### src/rtl/key_debounce_ctrl.sv
`timescale 1ns/1ps
// key_debounce_ctrl: N-channel active-low key front end. Each key is
// synchronised, then debounced by its own state machine. Each channel reports
// a debounced level plus press, release and long-press pulses. A toggle LED
// per key is cleared by a long press on any channel.
module key_debounce_ctrl #(
    parameter int N_KEY       = 4,
    parameter int DEB_CYCLES  = 1_000_000,
    parameter int LONG_CYCLES = 50_000_000,
    parameter int CNT_W       = 26
) (
    input  logic             clk,
    input  logic             rst_n,
    input  logic [N_KEY-1:0] key,
    output logic [N_KEY-1:0] key_state,
    output logic [N_KEY-1:0] press_pulse,
    output logic [N_KEY-1:0] release_pulse,
    output logic [N_KEY-1:0] long_pulse,
    output logic [N_KEY-1:0] led
);

    // Terminal counts for the debounce window and the long-press timer.
    localparam logic [CNT_W-1:0] DEB_LAST  = CNT_W'(DEB_CYCLES - 1);
    localparam logic [CNT_W-1:0] LONG_LAST = CNT_W'(LONG_CYCLES - 1);

    typedef enum logic [1:0] {
        IDLE      = 2'd0,
        DEB_PRESS = 2'd1,
        HELD      = 2'd2,
        DEB_REL   = 2'd3
    } state_t;

    logic [N_KEY-1:0] sync_p0;
    logic [N_KEY-1:0] sync_p1;

    // Stage p0 -> p1: two-flop synchroniser. Both flops idle at 1 (released).
    always_ff @(posedge clk or negedge rst_n) begin
        if (!rst_n) begin
            sync_p0 <= '1;
            sync_p1 <= '1;
        end else begin
            sync_p0 <= key;
            sync_p1 <= sync_p0;
        end
    end

    genvar gi;
    generate
        for (gi = 0; gi < N_KEY; gi++) begin : g_ch
            state_t           state_q;
            state_t           state_d;
            logic [CNT_W-1:0] cnt_q;
            logic [CNT_W-1:0] cnt_d;
            logic             long_done_q;
            logic             long_done_d;
            logic             level_q;
            logic             level_d;
            logic             press_q;
            logic             press_d;
            logic             rel_q;
            logic             rel_d;
            logic             long_q;
            logic             long_d;
            logic             s;

            // s is the synchronised raw key, 0 = pressed.
            assign s = sync_p1[gi];

            // Channel state register, counter, long-press flag and registered events.
            always_ff @(posedge clk or negedge rst_n) begin
                if (!rst_n) begin
                    state_q     <= IDLE;
                    cnt_q       <= '0;
                    long_done_q <= 1'b0;
                    level_q     <= 1'b0;
                    press_q     <= 1'b0;
                    rel_q       <= 1'b0;
                    long_q      <= 1'b0;
                end else begin
                    state_q     <= state_d;
                    cnt_q       <= cnt_d;
                    long_done_q <= long_done_d;
                    level_q     <= level_d;
                    press_q     <= press_d;
                    rel_q       <= rel_d;
                    long_q      <= long_d;
                end
            end

            // Next-state decode: debounce both edges, time the long press once per press.
            always_comb begin
                state_d     = state_q;
                cnt_d       = cnt_q;
                long_done_d = long_done_q;
                level_d     = level_q;
                press_d     = 1'b0;
                rel_d       = 1'b0;
                long_d      = 1'b0;
                case (state_q)
                    IDLE: begin
                        if (!s) begin
                            state_d = DEB_PRESS;
                            cnt_d   = '0;
                        end
                    end
                    DEB_PRESS: begin
                        if (s) begin
                            state_d = IDLE;
                        end else if (cnt_q == DEB_LAST) begin
                            state_d     = HELD;
                            cnt_d       = '0;
                            long_done_d = 1'b0;
                            press_d     = 1'b1;
                            level_d     = 1'b1;
                        end else begin
                            cnt_d = cnt_q + 1'b1;
                        end
                    end
                    HELD: begin
                        if (s) begin
                            state_d = DEB_REL;
                            cnt_d   = '0;
                        end else if (cnt_q == LONG_LAST && !long_done_q) begin
                            long_d      = 1'b1;
                            long_done_d = 1'b1;
                        end else if (cnt_q < LONG_LAST) begin
                            cnt_d = cnt_q + 1'b1;
                        end
                    end
                    DEB_REL: begin
                        // A bounce back to low restarts the long timer but keeps
                        // long_done, so one press never fires twice.
                        if (!s) begin
                            state_d = HELD;
                            cnt_d   = '0;
                        end else if (cnt_q == DEB_LAST) begin
                            state_d = IDLE;
                            cnt_d   = '0;
                            rel_d   = 1'b1;
                            level_d = 1'b0;
                        end else begin
                            cnt_d = cnt_q + 1'b1;
                        end
                    end
                    default: begin
                        state_d = IDLE;
                        cnt_d   = '0;
                    end
                endcase
            end

            assign key_state[gi]     = level_q;
            assign press_pulse[gi]   = press_q;
            assign release_pulse[gi] = rel_q;
            assign long_pulse[gi]    = long_q;
        end
    endgenerate

    // LED toggle: a long press anywhere clears all LEDs first, then presses toggle.
    always_ff @(posedge clk or negedge rst_n) begin
        if (!rst_n) begin
            led <= '0;
        end else begin
            led <= ((|long_pulse) ? '0 : led) ^ press_pulse;
        end
    end

endmodule

### config.mk
export PLATFORM = sky130hd
export DESIGN_NAME = key_debounce_ctrl
export DESIGN_NICKNAME = d
export VERILOG_FILES = /design/src/rtl/key_debounce_ctrl.sv
export SDC_FILE = /design/constraint.sdc
export NUM_CORES = 1
export LEC_CHECK = 0
export CAP_MARGIN = 20
export CORE_MARGIN = 4
export CORE_UTILIZATION = 62
export DETAILED_ROUTE_END_ITERATION = 6
export PLACE_DENSITY = 0.83
export SETUP_SLACK_MARGIN = 0.1
export SLEW_MARGIN = 0
export SYNTH_ARGS = -nofsm -noshare
export SYNTH_HDL_FRONTEND = slang
export SYNTH_SLANG_ARGS = --single-unit
### constraint.sdc
create_clock -name clk -period 3.1 [get_ports clk]
set_input_delay 0.62 -clock clk [delete_from_list [all_inputs] [get_ports clk]]
set_output_delay 0.62 -clock clk [all_outputs]
set_load 0.1 [all_outputs]
After elaboration in Yosys (flattened, before gate mapping):

Cells that the tools add are included.

* multiply operators: 0
* order comparisons: 4
* divide/modulo/power cells: 0
* add/sub/neg operators: 4
* bitwise gates (word level): 1
* shift-type cells: 0
* reduce and logical (&&, ||, !) cells: 37
* equality and inequality tests: 68
* muxes and demuxes: 129

Operator list (number)
* 26-bit two-way mux: 28
* 26-bit case mux with 4 select lines: 4
* 26-bit by 1-bit adder with 26-bit output, second input constant: 4
* 26-bit by 20-bit equality test with 1-bit output, second input constant: 4
* 26-bit equality test, second input constant: 4
* 26-bit < comparator, second input constant: 4
* 2-bit inequality test, second input constant: 32
* 1-bit two-way mux: 60
* 2-bit two-way mux: 24
* 3-bit inequality test, second input constant: 16
* 5-bit AND reduction: 8
* 2-bit case mux with 4 select lines: 4
* 4-bit AND reduction: 8
* 2-bit equality test, second input constant: 8
* 1-bit case mux with 2 select lines: 8
* 2-bit nonzero test: 8
* 2-bit by 1-bit equality test with 1-bit output, second input constant: 4
* 2-bit logical NOT: 4
* 1-bit logical AND: 4
* 1-bit logical NOT: 4
* 4-bit two-way mux: 1
* 4-bit OR reduction: 1
* 4-bit bitwise XOR: 1

* logic and storage cells: 274
* flip-flop bits (word level): 144
* latch bits: 0
* bits of input ports: 6
* memory bits (read-only): 0
* output and inout port bits: 20
* memories: 0
* bits in writable memories: 0

Depth between registers and ports, before layout:

* word-level depth: 5
* depth in mapped cells: 10
* depth with buffers taken out: 7

Worst setup path before layout:

Ideal clock, no wire load.

* kind: register -> register
* start: register g_ch[0].cnt_q[23]
* end: register g_ch[0].cnt_q[16]
* period minus slack after synthesis: 2.460 ns
* library setup time: 0.134 ns
* stages on the path, launching flop included: 8
* arrival: 2.326 ns
* path slack: 0.640 ns
* cells stage by stage: dfrtp_1 -> or4b_1 -> or4_4 -> o31ai_4 -> or2_1 -> buf_6 -> buf_12 -> o31ai_1

* cells in the longest elaborated chain, start to end: 4
* elaborated cells on any way between the ends: 11

Ends and longest elaborated chain
* start, declared: line 52 `logic [CNT_W-1:0] cnt_q;`
* start signal, assigned: line 81 `cnt_q <= cnt_d;`
* parallel branches: the longest is 4 deep, another holds 26-bit < comparator

Several ways; the timed one is not identified. The select of a mux whose other input is x is not followed.
A chain may end at the register's enable or synchronous reset.

Worst setup path after layout:

* start: register g_ch[3].cnt_q[7]
* end: register g_ch[3].cnt_q[15]

* cells in the longest elaborated chain, start to end: 5
* elaborated cells on any way between the ends: 15

Ends and longest elaborated chain
* start, declared: line 52
* start signal, assigned: line 81
* 26-bit by 1-bit adder with 26-bit output: line 116, 127, 142
* 26-bit two-way mux: line 126 `end else if (cnt_q < LONG_LAST) begin`
* 26-bit two-way mux: line 123 `end else if (cnt_q == LONG_LAST && !long_done_q) begin`
* 26-bit two-way mux: line 120 `if (s) begin`
* 26-bit case mux with 4 select lines: line 99 `case (state_q)`

Several ways; a longest one is shown, not always the timed one. The select of a mux whose other input is x is not followed.

==> results.md <==
Global routing:
- The via count of the first global-routing pass is 6813.
- The global-route usage over all layers is 27.8%.
- The initial antenna violation count is 0.
- Summed over all layers, the global routing overflow is 0.
- The first-pass GRT wire length is 33000 µm.
- The maximum number of pins on one net before global-route repair is 66.

Clock network:
- The number of CTS-inserted buffers is 17.
- The number of buffers inserted for hold repair after clock tree synthesis is 0.
- For the worst-skew pair, the clock arrives at the later sink with an insertion delay of 0.43 ns.
- The total number of clock tree sinks is 144.
- The post-CTS setup buffer count is 0.
- Gates resized during post-CTS repair numbered 0.
- The number of levels the H-tree was split into is 4.
- The CTS clock-pin slew for the worst setup and hold paths is 0.06 ns.
- The CTS tree is done.
- No sink is reached through more buffers than the 2 on the longest clock path.
- Clock tree synthesis selected as its root buffer the cell sky130_fd_sc_hd__clkbuf_16.

Power and ir drop:
- The leakage power total is 0.00348 µW.
- The design draws 4320 µW.
- In this run the power density over the cells is 499 nW/µm².
- The worst-case IR drop observed on VDD is 420 µV.

Placement:
- The wire-length estimate of the detail-placed layout is 12400 µm.
- The last weighted congestion value of the routability-driven placer is 0.924.
- The worst slack at placement is 0.525 ns.
- The quantity of I/O buffers inserted on ports is 25.
- The count of placed standard cells including taps is 1016.

Layout:
- The commonest non-fill, non-tap cell in the layout is sky130_fd_sc_hd__dfrtp_1.
- The antenna diode count is 0.
- The final layout net count is 877.
- The layout has 935 filler cells.
- In the layout the commonest cells are 136 x sky130_fd_sc_hd__dfrtp_1, 93 x sky130_fd_sc_hd__o21ai_0, 77 x sky130_fd_sc_hd__nor2_1.
- The share of final-layout standard cells stronger than drive strength 1 is 10.7%.
- The final non-filler cell total is 1048.
- Relative to the synthesized area, the layout overhead comes to 10.5%.

STA:
- Setup repair after global routing left no endpoint under its margin.
- The tightest hold path in the finished design has a slack of 0.164 ns.
- Setup violations remaining at the end of the flow were counted as 0.
- The accumulated negative setup slack is 0 ns.
- The final number of hold-violating endpoints was 0.
- The shortest clock period the worst path allows after layout is 2.65 ns.
- The worst max-slew margin expressed relative to the limit is 37.3%.
- The transition time at the pin with the least slew margin is 0.932 ns.
- Clock skew on the completed layout was measured at 0.0101 ns.
- The post-route fraction of the period consumed by the critical path is 85.5%.
- For this run, the top clock speed supported by timing is 377 MHz.
- The final-report max-slew violation count came to 0.
- The final setup slack of the worst path is 0.450 ns.

Synthesis:
- The number of enable-type register cells in the synthesized netlist is 0.
- The number of different library cells in the post-synthesis netlist is 59.
- The net count after synthesis is 879.
- The number of warnings reported in the yosys synthesis log is 0.
- Among all flip-flop cells after synthesis, the most frequent one is sky130_fd_sc_hd__dfrtp_1.
- Counting flops with an async set or reset pin after synthesis yields a share of 100%.
- The netlist area before placement is 7840 µm².
- The flop and latch count out of synthesis is 144.
- The sequential element share of the synthesized area is 46.1%.
- The count of mapped cells out of synthesis is 869.
- In this run the mean area of a mapped cell was 9.02 µm².

Hold path:
- The path type of the worst min-delay path is in2async.

Drt:
- Once detail routing completed, the nets flagged for antenna violations numbered 0.
- The first routing iteration left 852 violations.
- The pre-antenna-repair detailed-routing pass consisted of 7 iterations.
- In the routed design, unresolved DRC markers number 0.
- The final layout contains routed wiring with a total length of 18800 µm.
- The overall via count from detail_route is 6995.
- In the final routed layout, each cell accounts on average for 18.0 µm.
- After detailed routing, the number of vias per cell comes to 6.67.

Worst setup path:
- STA puts the critical path data required time at 3.44 ns.
- The cell with the largest stage delay on the worst path is sky130_fd_sc_hd__or4_1.
- Along the worst path, the maximum fanout reaches 11.
- The largest incremental delay on the critical path is 0.63 ns.
- Walking the worst path, the cells encountered are or4_1, a2111oi_2, o2bb2ai_1, or3_1, or3_1, o21ai_0.
- For the worst setup path, the data arrival time is 2.99 ns.
- By instance count, the cell type seen most on the critical path is sky130_fd_sc_hd__or3_1.
- The worst setup path category is reg2reg.
- The register-to-register setup slack is 0.45 ns.
- STA classifies the critical path endpoint as a flip-flop.
- The category of the worst setup path launch point is a flip-flop.

Floorplanning:
- The floorplan step set the die width to 120 µm.
- From bottom edge to top edge, the die measures 120 µm.
- The initial utilization of the core area, before any placement, comes to 64.2%.
- In this run the core area contains 40 standard-cell rows.
- The floorplan step defined a die boundary enclosing 14500 µm².
- The core region is 12200 µm².
- 26 I/O pins were placed.

Outcome:
- The flow ran to the end, and the final reports show no timing, DRC or antenna violations.

Run:
- Across the run, the number of max-cap violations was 0.
==> registers in the layout, indices dropped and copies added (netlist names), named ones only <==
register / cells
g_ch.cnt_q: 104
g_ch.long_done_q: 4
g_ch.level_q: 4
led: 4
sync_p1: 4
g_ch.long_q: 4
sync_p0: 4
g_ch.rel_q: 4
g_ch.state_q: 4
g_ch.press_q: 4
==> layout make-up <==
| cell class | count | area (µm²) | area share (%) |
|---|---|---|---|
| Inverter | 20 | 75.1 | 0.867 |
| Clock buffer | 21 | 470 | 5.43 |
| Clock inverter | 11 | 160 | 1.85 |
| Sequential cell | 144 | 3610 | 41.7 |
| Tap cell | 168 | 210 | 2.43 |
| Multi-Input combinational cell | 640 | 3780 | 43.7 |
| Timing Repair Buffer | 44 | 344 | 3.97 |
==> cell usage after synthesis (20+ instances only) <==
master / number / area (µm²)
sky130_fd_sc_hd__nor2_1: 77 / 289
sky130_fd_sc_hd__a31oi_1: 21 / 131
sky130_fd_sc_hd__a21oi_1: 28 / 140
sky130_fd_sc_hd__nor4_1: 22 / 138
sky130_fd_sc_hd__nand3_1: 41 / 205
sky130_fd_sc_hd__nand4_1: 29 / 181
sky130_fd_sc_hd__nand2_1: 68 / 255
sky130_fd_sc_hd__clkbuf_1: 35 / 131
sky130_fd_sc_hd__nor3_1: 28 / 140
sky130_fd_sc_hd__o21ai_0: 93 / 465
sky130_fd_sc_hd__o31ai_1: 57 / 428
sky130_fd_sc_hd__dfrtp_1: 136 / 3400
sky130_fd_sc_hd__inv_1: 20 / 75.1
==> final timing paths <==
kind,startpoint,endpoint,cells past startpoint
worst max-delay path,g_ch[3].cnt_q[7]$_DFFE_PN0P_,g_ch[3].cnt_q[15]$_DFFE_PN0P_,6
worst min-delay path,rst_n,g_ch[1].state_q[0]$_DFFE_PN0P_,1
worst max register to register,g_ch[3].cnt_q[7]$_DFFE_PN0P_,g_ch[3].cnt_q[15]$_DFFE_PN0P_,6
worst min register to register,sync_p0[1]$_DFF_PN1_,sync_p1[1]$_DFF_PN1_,0
max in group asynchronous,rst_n,sync_p1[3]$_DFF_PN1_,2
min in group clk,sync_p0[1]$_DFF_PN1_,sync_p1[1]$_DFF_PN1_,0
==> worst max-delay path: cells and delay by family (launching register included) <==
family	cells	cell delay, ns
and+or+nand+nor	3	1.60
DFF	1	0.46
AOI/OAI and AO/OA	3	0.49
==> cells by family (layout without fill, tap and decap cells) <==
| family | after synthesis | count (layout) | synth area share (%) |
|---|---|---|---|
| DFF | 144 | 144 | 46.1 |
| xor gates and xnor gates | 20 | 20 | 2.24 |
| buffers and inverters | 85 | 96 | 5.67 |
| adders and majority gates | 4 | 4 | 0.639 |
| and+or+nand+nor | 363 | 363 | 24.6 |
| AOI/OAI and AO/OA | 253 | 253 | 20.8 |
==> report_power, final <==
group	internal [µW]	leakage (µW)	total, µW	switching (µW)
Sequential	1910	0.00197	1940	27.7
Clock	1400	0.000309	2180	780
Combinational	62.9	0.00120	201	138
==> through the flow <==
step / utilization (%) / cell area (µm²)
final: 70.9 / 8660
after global routing: 70.9 / 8660
after CTS: 70.9 / 8660
after detailed placement: 65.7 / 8030
after global placement: 65.7 / 8030
after floorplan: - / 7840
==> per-layer routing <==
| layer | up-vias | GRT usage [%] | part of all wire [%] |
|---|---|---|---|
| li1 | 3235 | - | - |
| met1 | 3422 | 36.2 | 42 |
| met2 | 297 | 46.1 | 50 |
| met3 | 41 | 6.74 | 6.0 |
| met4 | 0 | 8.85 | 1.7 |
| met5 | - | 0 | 0 |
(Power assumes the default switching activity.)
